**config.mk**
```make
export PLATFORM = sky130hd
export DESIGN_NAME = fifo_wr_arbiter
export DESIGN_NICKNAME = d
export VERILOG_FILES = /design/src/rtl/fifo_wr_arbiter_pkg.sv /design/src/rtl/fifo_wr_arbiter.sv
export SDC_FILE = /design/constraint.sdc
export NUM_CORES = 1
export LEC_CHECK = 0
export CAP_MARGIN = 20
export CORE_AREA = 3 3 40 42
export CTS_CLUSTER_DIAMETER = 60
export DETAILED_ROUTE_END_ITERATION = 10
export DIE_AREA = 0 0 43 45
export PLACE_DENSITY = 0.72
export REMOVE_ABC_BUFFERS = 1
export SYNTH_ARGS = -nofsm -noshare
export SYNTH_HDL_FRONTEND = slang
export SYNTH_SLANG_ARGS = --single-unit
```
**constraint.sdc**
```tcl
create_clock -name clk -period 1.85 [get_ports clk]
set_input_delay 0.37 -clock clk [delete_from_list [all_inputs] [get_ports clk]]
set_output_delay 0.37 -clock clk [all_outputs]
set_load 0.01 [all_outputs]
```
**src/rtl/fifo_wr_arbiter_pkg.sv**
```systemverilog
// -----------------------------------------------------------------------------
// fifo_wr_arbiter_pkg
//   Shared definitions for the FIFO write-port arbiter: default parameter
//   values and the arbiter state encoding.
// -----------------------------------------------------------------------------
package fifo_wr_arbiter_pkg;

    localparam int DEFAULT_DW        = 3;
    localparam int DEFAULT_MAX_BURST = 4;

    // IDLE: nobody owns the write port; BUSYi: producer i owns it.
    typedef enum logic [1:0] {
        ST_IDLE  = 2'd0,
        ST_BUSY0 = 2'd1,
        ST_BUSY1 = 2'd2
    } state_t;

endpackage

```
**src/rtl/fifo_wr_arbiter.sv**
```systemverilog
// -----------------------------------------------------------------------------
// fifo_wr_arbiter
//   Shares the single write port of a FIFO between two producers using
//   round-robin arbitration with a bounded burst per grant. Words are only
//   taken while the FIFO is not full, so nothing is lost or written twice.
//
// Ports
//   clk            rising-edge clock
//   rst            asynchronous active-high reset
//   req0 / data0   producer 0 request (held until ack0) and word
//   req1 / data1   producer 1 request (held until ack1) and word
//   fifo_full      FIFO full flag
//   ack0 / ack1    word from producer i taken this cycle (combinational)
//   fifo_wr        FIFO write strobe, ack0 | ack1
//   fifo_data      granted producer's word, 0 when idle
//   grant_id       granted producer, 0 when idle
//   busy           a producer currently holds the grant
//   dbg_state_o    current arbiter state
//   dbg_last_id_o  producer that held the most recently ended grant
//
// Handshake: producer i raises req_i with a stable word on data_i and holds
// both until the cycle where ack_i is high; the FIFO samples fifo_wr and
// fifo_data at the clock edge that ends that cycle. A producer may drop
// req_i without an ack; the word is then simply not taken.
// -----------------------------------------------------------------------------
module fifo_wr_arbiter
    import fifo_wr_arbiter_pkg::*;
#(
    parameter int DW        = DEFAULT_DW,
    parameter int MAX_BURST = DEFAULT_MAX_BURST
) (
    input  logic          clk,
    input  logic          rst,
    input  logic          req0,
    input  logic [DW-1:0] data0,
    input  logic          req1,
    input  logic [DW-1:0] data1,
    input  logic          fifo_full,
    output logic          ack0,
    output logic          ack1,
    output logic          fifo_wr,
    output logic [DW-1:0] fifo_data,
    output logic          grant_id,
    output logic          busy,
    output state_t        dbg_state_o,
    output logic          dbg_last_id_o
);

    localparam int CW = $clog2(MAX_BURST) + 1;
    localparam logic [CW-1:0] BURST_LAST = CW'(MAX_BURST - 1);

    state_t        state_q, state_d;
    logic          last_id_q, last_id_d;
    logic [CW-1:0] burst_cnt_q, burst_cnt_d;

    always_ff @(posedge clk or posedge rst) begin
        if (rst) begin
            state_q     <= ST_IDLE;
            last_id_q   <= 1'b1;   // producer 0 wins the first tie
            burst_cnt_q <= '0;
        end else begin
            state_q     <= state_d;
            last_id_q   <= last_id_d;
            burst_cnt_q <= burst_cnt_d;
        end
    end

    always_comb begin
        state_d     = state_q;
        last_id_d   = last_id_q;
        burst_cnt_d = burst_cnt_q;
        ack0        = 1'b0;
        ack1        = 1'b0;
        fifo_data   = '0;
        grant_id    = 1'b0;
        busy        = 1'b0;

        case (state_q)
            ST_IDLE: begin
                burst_cnt_d = '0;
                if (req0 && req1) begin
                    // Tie goes to whoever did not own the last grant.
                    state_d = last_id_q ? ST_BUSY0 : ST_BUSY1;
                end else if (req0) begin
                    state_d = ST_BUSY0;
                end else if (req1) begin
                    state_d = ST_BUSY1;
                end
            end

            ST_BUSY0: begin
                busy      = 1'b1;
                grant_id  = 1'b0;
                fifo_data = data0;
                ack0      = req0 && !fifo_full;
                if (!req0) begin
                    last_id_d   = 1'b0;
                    burst_cnt_d = '0;
                    state_d     = req1 ? ST_BUSY1 : ST_IDLE;
                end else if (ack0) begin
                    if (burst_cnt_q == BURST_LAST) begin
                        // Burst exhausted: hand over if the other side waits,
                        // otherwise keep the grant with a fresh burst.
                        last_id_d   = 1'b0;
                        burst_cnt_d = '0;
                        state_d     = req1 ? ST_BUSY1 : ST_BUSY0;
                    end else begin
                        burst_cnt_d = burst_cnt_q + 1'b1;
                    end
                end
            end

            ST_BUSY1: begin
                busy      = 1'b1;
                grant_id  = 1'b1;
                fifo_data = data1;
                ack1      = req1 && !fifo_full;
                if (!req1) begin
                    last_id_d   = 1'b1;
                    burst_cnt_d = '0;
                    state_d     = req0 ? ST_BUSY0 : ST_IDLE;
                end else if (ack1) begin
                    if (burst_cnt_q == BURST_LAST) begin
                        last_id_d   = 1'b1;
                        burst_cnt_d = '0;
                        state_d     = req0 ? ST_BUSY0 : ST_BUSY1;
                    end else begin
                        burst_cnt_d = burst_cnt_q + 1'b1;
                    end
                end
            end

            default: begin
                state_d     = ST_IDLE;
                burst_cnt_d = '0;
            end
        endcase
    end

    assign fifo_wr       = ack0 | ack1;
    assign dbg_state_o   = state_q;
    assign dbg_last_id_o = last_id_q;

endmodule
```
==> results of run 1 <==
sequential cells by signal, indices dropped and copies added (netlist names):
signal         count
dbg_state_o        2
burst_cnt_q        3
dbg_last_id_o      1
metrics by stage:
| step | hold WS, ns | std cells | total power [mW] |
|---|---|---|---|
| after floorplan | 0.1602 | 54 | 0.6266 |
| after CTS | 0.3280 | 106 | 1.239 |
| after global placement | 0.5020 | 101 | 1.038 |
| final | 0.3304 | 106 | 1.225 |
| after detailed placement | 0.5156 | 101 | 1.048 |
| after global routing | 0.3424 | 106 | 1.338 |
worst max-delay path by stage:
stage | from | endpoint | cells past startpoint
after global placement | req1 | fifo_wr | 5
after global routing | dbg_state_o[0]$_DFFE_PP0P_ | fifo_data[1] | 6
after detailed placement | req1 | fifo_wr | 5
after floorplan | dbg_state_o[0]$_DFFE_PP0P_ | dbg_state_o[0]$_DFFE_PP0P_ | 6
final | dbg_state_o[0]$_DFFE_PP0P_ | fifo_data[1] | 6
after CTS | dbg_state_o[0]$_DFFE_PP0P_ | busy | 5
per-layer routing:
| layer | global-route usage, % | vias to the layer above | share of wire, % |
|---|---|---|---|
| met3 | 1.594 | 2 | 6.9 |
| li1 | - | 260 | - |
| met4 | 9.036 | 0 | 1.1 |
| met2 | 26.05 | 17 | 49 |
| met5 | 0 | - | 0 |
| met1 | 15.72 | 223 | 43 |
kinds of logic after synthesis:
| group | after synthesis | synth area share, % |
|---|---|---|
| simple gates | 21 | 22.36 |
| flops | 6 | 30.40 |
| compound gates | 13 | 19.35 |
| mux | 3 | 7.536 |
| fa+ha+maj | 5 | 12.56 |
| buf+inv | 8 | 7.787 |
placed cells by master, fill, tap and decap left out, drive strengths merged:
cell,Yosys,routed
a2111oi,1,1
a211oi,1,1
a21oi,4,4
a22oi,3,3
and2,1,1
buf,2,16
clkbuf,0,5
clkdlybuf4s50,0,13
dfrtp,5,5
dfstp,1,1
dlygate4sd2,0,2
dlymetal6s2s,0,1
ha,5,5
inv,6,6
mux2,3,3
nand2,4,4
nand2b,1,1
nand3,2,2
nand4b,1,1
nor2,7,7
nor2b,4,4
o21ai,3,3
o31ai,1,1
or3,1,1
power groups by stage:
| stage | Sequential (mW) | Combinational [mW] | Clock (mW) |
|---|---|---|---|
| global route | 0.214 | 0.982 | 0.142 |
| floorplan | 0.222 | 0.405 | 0 |
| CTS | 0.209 | 0.899 | 0.130 |
| finish | 0.210 | 0.892 | 0.123 |
| detailed placement | 0.207 | 0.841 | 0 |
| global placement | 0.206 | 0.831 | 0 |
timing repair:
item / CTS / global route
buffers inserted: 1 / 0
hold buffers: 0 / 0
resized for setup: 22 / 6
setup endpoints to repair: 8 / 5
area by class of cell:
type                       instances  area share, %
multi-input combinational         42          41.36
tap                               15          2.216
timing repair buffer              33          32.79
inverter                           6          2.659
clock buffer                       4          3.102
sequential                         6          17.87
==> out/summary.txt, run 1 <==
status: finished clean
GRT Total Usage: 14.25%
Net Sw Frac: 36.84%
multi-input combinational cell area: 350.3 um^2
Max Clk Rate: 560.0 MHz
TritonCTS Sinks: 6
Rows: 13
Synth Flop Type: dfrtp_1
global placer's final weighted congestion: 0.7554
part of the cycle the worst path needs: 96.53%
nets: 108
min setup slack post-route: 0.06421 ns
vias per cell: 4.736
Worst Max-Slew Pin Slew: 0.3354 ns
CP Data Required Time: 1.48 ns
number of fillers in the final layout: 121
Detailed Routing Iterations Pass 1: 3
largest net degree at the start of global routing: 7
reg2reg start: dbg_state_o[1]$_DFFE_PP0P_
Final Hold Fails: 0
area grow syn2layout: 70.10%
Hold WC Path Type: input port to async pin
crit-path most repeated cell: buf_4
CP arrival: 1.42 ns
Crit. End Element: output port
I/O pins: 22
Final Cell Area: 847.1 um^2
number of global-route vias before repair: 521
Slew Viols, Final: 0
# setup viols final: 0
placed inst area: 793.3 um^2
Die ar.: 1935 um^2
Gate Count Post-Synth: 56
Clock Tree Buf Depth: 2
worst skew pair latency: 0.24 ns
wire length per cell: 11.25 um
RSZ-0062 raised after global routing: no
post-synthesis sequential area ratio: 30.40%
number of H-tree levels: 1
Yosys top cell by area: dfrtp_1
CP delay by family, top: buffers and inverters
Tmin final: 1.786 ns
vias after detailed routing: 502
detailed-route DRC error count: 0
post-synth top area share: 25.13%
Antenna diodes: 0
Comb power frac: 72.8%
power density cells: 1446 nW/um^2
WS Path Type: register to output port
CTS clk-pin slew, worst paths: 0.04 ns
FF+latch area: 151.4 um^2
Yosys cell types: 27
maximum VDD drop: 0.7493 mV
DP HPWL: 944.4 um
grt ovf: 0
Port Buf Inserts: 21
post-synthesis cell area: 498.0 um^2
count leader, synth: nor2_1
Avg Cell Area, Syn: 8.892 um^2
Critical-path top delay cell: dfrtp_1
internal power: 0.7735 mW
fraction of layout cells with a size suffix above 1: 37.36%
final core occ: 65.92%
first-pass GRT wire length: 2.090 mm
initial antenna violation count: 0
register share of total power: 17.1%
max cap viols: 0
max incr delay on CP: 0.38 ns
CTS tree: done
R2R Setup Slk: 0.20 ns
Critical Path Start Type: register
#FFs+latches synth: 6
CP Cell Sequence: buf_4, ha_4, buf_4, a22oi_1, nor2b_1, buf_2
Post-synth EDFFs: 0
area of the core: 1285 um^2
clock root buffer: clkbuf_4
Clk pwr share: 10.1%
Critical path buffers and inverters: 3
worst-case reg-to-reg path depth: 7
critical path peak fanout: 4
FF-to-FF End: dbg_state_o[0]$_DFFE_PP0P_
Fin Setup TNS: 0 ns
Slew HR: 77.06%
Initial Util: 38.75%
routed wire length: 1.192 mm
Chip Height: 45 um
ys async rst share: 100.0%
switching power: 0.4512 mW
leakage power: 0.4024 nW
most instantiated cells after synthesis: 6 x nor2_1, 5 x dfrtp_1, 5 x ha_1, 5 x inv_1
Clock Skew: 0.004257 ns
Iter 0 DRT Violations: 2
TritonCTS Buffers: 3
pre-CTS setup slack: -0.2449 ns
Synth area leaders: dfrtp_1 25%, ha_1 13%, dfstp_2 5.3%
Chip Width: 43 um
antenna-violating nets left: 0
synth warn: 0
(Power assumes the default switching activity.)
==> run 2, diff against run 1 <==
--- a/config.mk
+++ b/config.mk
@@ -7,11 +7,12 @@
 export LEC_CHECK = 0
 export CAP_MARGIN = 20
 export CORE_AREA = 3 3 40 42
-export CTS_CLUSTER_DIAMETER = 60
+export CTS_CLUSTER_DIAMETER = 200
 export DETAILED_ROUTE_END_ITERATION = 10
 export DIE_AREA = 0 0 43 45
 export PLACE_DENSITY = 0.72
 export REMOVE_ABC_BUFFERS = 1
+export SETUP_SLACK_MARGIN = 0.02
 export SYNTH_ARGS = -nofsm -noshare
 export SYNTH_HDL_FRONTEND = slang
 export SYNTH_SLANG_ARGS = --single-unit
==> run 2 against run 1 <==
Via count did not move. Sequential cell count did not move. Critical path type unchanged. Clock skew did not move. Die area did not move. Clock power barely moved. Cell area rose by 0.44%. Fmax rose by 1.4%.
==> out/summary.txt, run 2 (synthesis results as in run 1) <==
status: finished clean
FF+latch area: 151.4 um^2
Crit. End Element: output port
switching power: 0.4541 mW
first-pass GRT wire length: 2.076 mm
Clk pwr share: 10.1%
detailed-route DRC error count: 0
internal power: 0.7717 mW
Worst Max-Slew Pin Slew: 0.3354 ns
crit-path most repeated cell: buf_4
Fin Setup TNS: 0 ns
critical path peak fanout: 4
Die ar.: 1935 um^2
register share of total power: 17.1%
global placer's final weighted congestion: 0.7554
Chip Height: 45 um
Tmin final: 1.761 ns
multi-input combinational cell area: 355.3 um^2
Final Hold Fails: 0
number of fillers in the final layout: 121
Port Buf Inserts: 21
max cap viols: 0
power consumption: 1.226 mW
Critical path buffers and inverters: 3
Slew Viols, Final: 0
Clock Skew: 0.004257 ns
Critical-path top delay cell: dfrtp_1
RSZ-0062 raised after global routing: no
worst skew pair latency: 0.24 ns
vias after detailed routing: 502
R2R Setup Slk: 0.20 ns
Min Hold Slack: 0.3304 ns
Top reg by flops: burst_cnt_q
I/O pins: 22
vias per cell: 4.736
part of the cycle the worst path needs: 95.18%
CP delay by family, top: buffers and inverters
routed wire length: 1.185 mm
largest net degree at the start of global routing: 7
Slew HR: 77.06%
area of the core: 1285 um^2
worst setup path endpoint: fifo_data[1]
CTS clk-pin slew, worst paths: 0.04 ns
most frequent cells in the layout: 13 x clkdlybuf4s50_1, 12 x buf_4, 6 x nor2_1
CP arrival: 1.39 ns
number of flip-flops in the largest register: 3
FF-to-FF End: dbg_state_o[0]$_DFFE_PP0P_
TritonCTS Sinks: 6
Iter 0 DRT Violations: 2
Detailed Routing Iterations Pass 1: 3
nets: 108
# setup viols final: 0
CP Cell Sequence: buf_4, ha_4, buf_4, a22oi_2, nor2b_1, buf_2
most common cell after layout, fill and taps aside: clkdlybuf4s50_1
GRT Total Usage: 14.17%
antenna-violating nets left: 0
Worst path depth: 6
worst setup path startpoint: dbg_state_o[0]$_DFFE_PP0P_
Chip Width: 43 um
Max Clk Rate: 567.9 MHz
CTS tree: done
Comb power frac: 72.8%
DP HPWL: 944.4 um
CP Data Required Time: 1.48 ns
maximum VDD drop: 0.7532 mV
fraction of layout cells with a size suffix above 1: 37.36%
Rows: 13
WS Path Type: register to output port
Net Sw Frac: 37.05%
wire length per cell: 11.18 um
Critical Path Start Type: register
worst-case reg-to-reg path depth: 7
clock root buffer: clkbuf_4
grt ovf: 0
Hold WC Path Type: input port to async pin
reg2reg start: dbg_state_o[1]$_DFFE_PP0P_
leakage power: 0.3924 nW
max incr delay on CP: 0.38 ns
cts hold-fix bufs: 0
Initial Util: 38.75%
Clock Tree Buf Depth: 2
TritonCTS Buffers: 3
area grow syn2layout: 70.85%
power density cells: 1441 nW/um^2
initial antenna violation count: 0
number of global-route vias before repair: 521
Antenna diodes: 0
number of H-tree levels: 1
run 2: cell types whose count changed in the layout (fill, tap and decap cells not counted), sizes merged:
cell | previous run | this run
dlymetal6s2s | 1 | 0
dlygate4sd2 | 2 | 3
clkdlybuf4s15 | 0 | 1
buf | 16 | 15
run 2: what timing repair did:
action,4_1_cts,5_1_grt
gates resized for setup,24,5
pin swaps,0,1
setup endpoints to repair,8,5
setup buffers,1,0
run 2: through the flow:
| stage | setup slack, ns | utilization [%] | area, um^2 | cells |
|---|---|---|---|---|
| final | 0.08920 | 66.21 | 850.8 | 106 |
| after global routing | 0.02916 | 66.21 | 850.8 | 106 |
| after CTS | 0.02269 | 66.21 | 850.8 | 106 |
| after detailed placement | -0.2449 | 61.73 | 793.3 | 101 |
| after global placement | -0.2266 | 61.73 | 793.3 | 101 |
| after floorplan | 0.1313 | - | 481.7 | 54 |
run 2: metal layers:
metal	up-vias	wire length (um)	part of all wire, %	GRT usage [%]
met4	0	13	1.1	9.036
met3	2	79	6.7	1.594
met2	17	583	49	26.05
li1	260	-	-	-
met1	223	508	43	15.48
met5	-	0	0	0
run 2: power by group through the flow:
stage | registers, mW | logic [mW] | clock network [mW]
3_5_place_dp | 0.207 | 0.841 | 0
6_report | 0.210 | 0.893 | 0.123
4_1_cts | 0.211 | 0.891 | 0.130
3_3_place_gp | 0.206 | 0.831 | 0
5_1_grt | 0.214 | 0.982 | 0.142
2_1_floorplan | 0.222 | 0.405 | 0
run 2: how the worst min path moves through the flow:
stage	end
after floorplan	burst_cnt_q[0]$_DFFE_PP0P_
after global placement	burst_cnt_q[2]$_DFFE_PP0P_
after detailed placement	burst_cnt_q[2]$_DFFE_PP0P_
after CTS	burst_cnt_q[2]$_DFFE_PP0P_
after global routing	burst_cnt_q[1]$_DFFE_PP0P_
final	burst_cnt_q[2]$_DFFE_PP0P_
run 2: cell type report:
class                   instances  share of cell area, %
multi-input cells              42                  41.76
repair buffers                 33                  32.50
flip-flops and latches          6                  17.79
clock buffers                   4                  3.088
inverters                       6                  2.647
well taps                      15                  2.206
